**config.mk**
```make
export PLATFORM = sky130hd
export DESIGN_NAME = tx_block
export DESIGN_NICKNAME = d
export VERILOG_FILES = /design/src/rtl/tx_block.sv
export SDC_FILE = /design/constraint.sdc
export NUM_CORES = 1
export LEC_CHECK = 0
export CORE_MARGIN = 10
export CORE_UTILIZATION = 51
export CTS_CLUSTER_DIAMETER = 100
export DETAILED_ROUTE_END_ITERATION = 6
export GPL_TIMING_DRIVEN = 0
export PLACE_DENSITY = 0.8
export SYNTH_ARGS = -nofsm -noshare
export SYNTH_HDL_FRONTEND = slang
export SYNTH_SLANG_ARGS = --single-unit
```
**constraint.sdc**
```tcl
create_clock -name clk -period 2.25 [get_ports clk]
set_clock_uncertainty 0.05 [all_clocks]
set_input_delay 0.5625 -clock clk [delete_from_list [all_inputs] [get_ports clk]]
set_output_delay 0.5625 -clock clk [all_outputs]
set_load 0.005 [all_outputs]
```
**src/rtl/tx_block.sv**
```systemverilog
// Serial frame transmitter: start bit, DATA_BITS data bits LSB first, one stop bit,
// with a per-frame programmable bit period and synchronous abort.
module tx_block #(
   parameter int unsigned DATA_BITS  = 8,
   parameter int unsigned TIMER_BITS = 14
) (
   input  logic                  clk,
   input  logic                  n_rst,
   input  logic                  tx_start,
   input  logic [DATA_BITS-1:0]  tx_data,
   input  logic [TIMER_BITS-1:0] bit_period,
   input  logic                  abort,
   output logic                  serial_out,
   output logic                  tx_busy,
   output logic                  tx_done
);

   localparam int unsigned IDX_W = $clog2(DATA_BITS + 1);

   typedef enum logic [1:0] {IDLE, START, DATA, STOP} state_t;

   state_t                state, state_n;
   logic [TIMER_BITS-1:0] timer, timer_n;
   logic [TIMER_BITS-1:0] period, period_n;
   logic [IDX_W-1:0]      idx, idx_n;
   logic [DATA_BITS-1:0]  shreg, shreg_n;
   logic                  serial_n, busy_n, done_n;
   logic                  rollover;
   logic [DATA_BITS-1:0]  shifted;

   assign rollover = (timer == period);
   assign shifted  = shreg >> 1;

   // State and registered outputs
   always_ff @(posedge clk or negedge n_rst) begin
      if (!n_rst) begin
         state      <= IDLE;
         timer      <= '0;
         period     <= '0;
         idx        <= '0;
         shreg      <= '0;
         serial_out <= 1'b1;
         tx_busy    <= 1'b0;
         tx_done    <= 1'b0;
      end else begin
         state      <= state_n;
         timer      <= timer_n;
         period     <= period_n;
         idx        <= idx_n;
         shreg      <= shreg_n;
         serial_out <= serial_n;
         tx_busy    <= busy_n;
         tx_done    <= done_n;
      end
   end

   // Next state; outputs are computed for the upcoming cycle so they register cleanly
   always_comb begin
      state_n  = state;
      timer_n  = timer;
      period_n = period;
      idx_n    = idx;
      shreg_n  = shreg;
      serial_n = serial_out;
      busy_n   = tx_busy;
      done_n   = 1'b0;

      case (state)
         IDLE: begin
            serial_n = 1'b1;
            busy_n   = 1'b0;
            if (tx_start && !abort) begin
               state_n  = START;
               timer_n  = TIMER_BITS'(1);
               idx_n    = '0;
               shreg_n  = tx_data;
               period_n = (bit_period == '0) ? TIMER_BITS'(1) : bit_period;
               serial_n = 1'b0;
               busy_n   = 1'b1;
            end
         end
         START: begin
            if (rollover) begin
               state_n  = DATA;
               timer_n  = TIMER_BITS'(1);
               serial_n = shreg[0];
            end else begin
               timer_n = timer + TIMER_BITS'(1);
            end
         end
         DATA: begin
            if (rollover) begin
               timer_n = TIMER_BITS'(1);
               shreg_n = shifted;
               idx_n   = idx + IDX_W'(1);
               if (idx == IDX_W'(DATA_BITS - 1)) begin
                  state_n  = STOP;
                  serial_n = 1'b1;
               end else begin
                  serial_n = shifted[0];
               end
            end else begin
               timer_n = timer + TIMER_BITS'(1);
            end
         end
         STOP: begin
            if (rollover) begin
               state_n  = IDLE;
               timer_n  = '0;
               idx_n    = '0;
               serial_n = 1'b1;
               busy_n   = 1'b0;
               done_n   = 1'b1;
            end else begin
               timer_n = timer + TIMER_BITS'(1);
            end
         end
         default: begin
            state_n  = IDLE;
            timer_n  = '0;
            idx_n    = '0;
            serial_n = 1'b1;
            busy_n   = 1'b0;
         end
      endcase

      // Abort cancels any active frame silently
      if (abort && state != IDLE) begin
         state_n  = IDLE;
         timer_n  = '0;
         idx_n    = '0;
         serial_n = 1'b1;
         busy_n   = 1'b0;
         done_n   = 1'b0;
      end
   end

endmodule

```
==> impl_metrics.csv <==
group,metric,value,unit
pwr,vdd_drop_max,0.723,mV
floorplan,rows,25,
floorplan,core,0.00482,sq mm
logic_synthesis,synth_seq_area_share,0.435,
final_layout,drive_gt1_frac,0.345,
clocking,cts_inserted_buffers,5,
logic_synthesis,synth-xor-area-share,0.0507,
clocking,clk_latency,0.30,ns
logic_synthesis,mappedNetlistArea,0.00259,sq mm
pwr,power_density,1050,mW/mm^2
detailed_routing,post-route-drc-count,0,
floorplan,fp.dieH,91.3,microns
sta,period_needed,2.33,ns
final_layout,layout.nets,326,
sta,rsz0062_at_grt,"yes",
setup_path,r2r_cells,6,
logic_synthesis,synth-simple-area-share,0.181,
setup_path,ff2ff_setup_slack,-0.08,ns
logic_synthesis,synth.distinct_cells,49,
final_layout,num-fill-cells,355,
setup_path,r2r-end,"timer[5]",
detailed_routing,vias,2180,
detailed_routing,wl_per_cell,18.1,microns
logic_synthesis,synthMuxAreaShare,0.142,
sta,worstMarginPinSlew,0.686,ns
sta,setup_viol,11,
floorplan,dieArea,0.00833,sq mm
sta,hold_viol,0,
setup_path,critPathLaunch,"timer[3]",
logic_synthesis,syn_inst,244,
final_layout,diodes,0,
sta,period_share,1.03,
clocking,clockBufferDepth,2,
logic_synthesis,ys_ff_latch,45,
sta,worst_slack,-0.0750,ns
sta,max_clock_freq,430,MHz
setup_path,cp.arrival,2.48,ns
logic_synthesis,synth_top_family_by_area,"simple AND/OR/NAND/NOR gates",
grt,antenna_found_initial,0,
final_layout,stdcell_area,0.00332,sq mm
logic_synthesis,yosysWarnings,0,
placement,dp_hpwl,4380,microns
floorplan,die-width,91.3,microns
logic_synthesis,syn_avg_cell_area,10.6,sq um
logic_synthesis,ys_async_sr_fraction,1.00,
grt,grt_pass1_vias,2143,
logic_synthesis,syn_nets,277,
grt,grt_pass1_wl,10700,microns
placement,gp_congestion,0.850,
setup_path,crit_path_end_kind,"register",
floorplan,initial_core_util,0.538,
clocking,cts_sinks,45,
hold_path,hp-class,"input port to async pin",
status,failed_checks,"negative setup slack",
setup_path,crit_type,"register to register",
setup_path,crit_required,2.40,ns
setup_path,cp_max_fo,6,
pwr,power,3480,uW
run,maxCapViolCount,0,
grt,grt-ovfl-total,0,
floorplan,io_pins,29,
sta,relSlewSlack,0.539,
setup_path,startpoint_type,"register",
detailed_routing,drt_pass1_iterations,4,
grt,grt_usage,0.154,
sta,drv_slew,0,
grt,grt_start_max_net_pins,36,
pwr,power.leakage,0.00139,uW
logic_synthesis,ys.flop_type,"dfrtp_1",
detailed_routing,drt-initial-drc-count,266,
placement,io_buffer_count,28,
sta,setup_tns,-0.455,ns
clocking,h-tree-depth,2,
detailed_routing,avgViaCountPerCell,6.06,
clocking,cts_tree,"yes",
placement,place_ws,-0.691,ns
detailed_routing,drt-total-wl,6520,microns
detailed_routing,ant_nets,0,
setup_path,endpoint,"timer[5]",
logic_synthesis,synth-edff-count,0,
clocking,cts.clk_slew.worst_paths,0.08,ns
logic_synthesis,synthAdderAreaFrac,0.0338,
final_layout,area_growth,28.1,%
status,outcome,"complete, but fails checks",
placement,place_area,0.00297,sq mm
logic_synthesis,synth-compound-area-share,0.121,
setup_path,r2r_start,"timer[3]",
clocking,cts_root_buffer,"clkbuf_8",
[routing by layer]
metal  share of wire  vias to the layer above  track usage
met3           0.054                        9       0.0288
met4           0.019                        0       0.0561
met1            0.43                     1077        0.195
met2            0.50                       92        0.256
met5               0                        -            0
li1                -                     1002            -
[synthesized netlist by cell type (5+ instances only)]
cell type   n  area, sq um
dfrtp_1    44         1100
mux2_2     31          349
nand2_1    15         56.3
xor2_1     14          123
nor2_1     13         48.8
nand3_1     9         45.0
o21ai_0     9         45.0
clkbuf_1    8         30.0
nand4_1     8         50.1
ha_1        7         87.6
nor4_1      7         43.8
inv_1       6         22.5
nor3_1      6         30.0
and3_1      5         31.3
[layout make-up]
cell class / instances / area [sq um] / share of cell area
Multi-Input combinational cell: 182 / 1510 / 0.454
Sequential cell: 45 / 1140 / 0.342
Timing Repair Buffer: 44 / 424 / 0.128
Clock buffer: 7 / 86.3 / 0.0260
Tap cell: 67 / 83.8 / 0.0252
Buffer: 9 / 61.3 / 0.0185
Inverter: 6 / 22.5 / 0.00678
[where the power goes]
part           switching (uW)  internal (uW)
sequential                213           1080
combinational             833            847
clock                     268            244
[kinds of logic after synthesis]
group / count (synthesis)
and+or+nand+nor: 83
muxes: 33
adders and majority gates: 7
buffers and inverters: 18
DFF: 45
xor gates and xnor gates: 15
AOI/OAI and AO/OA: 43
[registers in the layout, indices dropped and copies added, names as in the netlist]
register    cells
period         14
timer          14
shreg           8
idx             4
state           2
serial_out      1
tx_busy         1
tx_done         1
[worst max-delay path, stage by stage (launching register included)]
cell and delay (ns):
dfrtp_1 0.38, buf_6 0.13, xor2_2 0.15, or4_4 0.53, or4_4 0.61, a31o_1 0.20, a22o_1 0.17
[timing repair]
item / in CTS / in global routing
gates resized for setup: 17 / 26
hold buffers: 0 / 0
setup endpoints to repair: 26 / 38
pin swaps: 6 / 9
cloned: 1 / 0
setup buffers: 5 / 10
[stage by stage]
| stage | util | hold slack (ns) | instances |
|---|---|---|---|
| 6_report | 0.690 | 0.0753 | 360 |
| 5_1_grt | 0.690 | 0.0703 | 360 |
| 4_1_cts | 0.659 | 0.0780 | 350 |
| 3_5_place_dp | 0.617 | 0.401 | 340 |
| 3_3_place_gp | 0.614 | 0.430 | 339 |
| 2_1_floorplan | - | 0.217 | 244 |
[worst min-delay path by stage]
stage / from / endpoint / slack (ns) / cells past startpoint
after global routing: n_rst / shreg[2] / 0.07 / 1
after global placement: shreg[3] / shreg[3] / 0.43 / 1
after CTS: n_rst / shreg[2] / 0.08 / 1
after floorplan: n_rst / idx[0] / 0.22 / 0
after detailed placement: n_rst / shreg[2] / 0.40 / 1
final: n_rst / period[13] / 0.08 / 1
[cells in the final DEF, fill, tap and decap left out, drive strengths merged, types with 6 or more instances in the layout]
| master | synthesis | final |
|---|---|---|
| ha | 7 | 7 |
| clkdlybuf4s50 | 0 | 27 |
| nand3 | 9 | 9 |
| clkbuf | 8 | 13 |
| o21ai | 11 | 11 |
| nor2 | 13 | 13 |
| nand2 | 15 | 15 |
| dfrtp | 44 | 44 |
| nor4 | 8 | 8 |
| buf | 4 | 20 |
| mux2 | 31 | 31 |
| nor3 | 6 | 6 |
| or4 | 5 | 6 |
| nand4 | 8 | 8 |
| and3 | 7 | 7 |
| inv | 6 | 6 |
| xor2 | 14 | 14 |
Note: power is estimated with default switching activity, not from simulation.
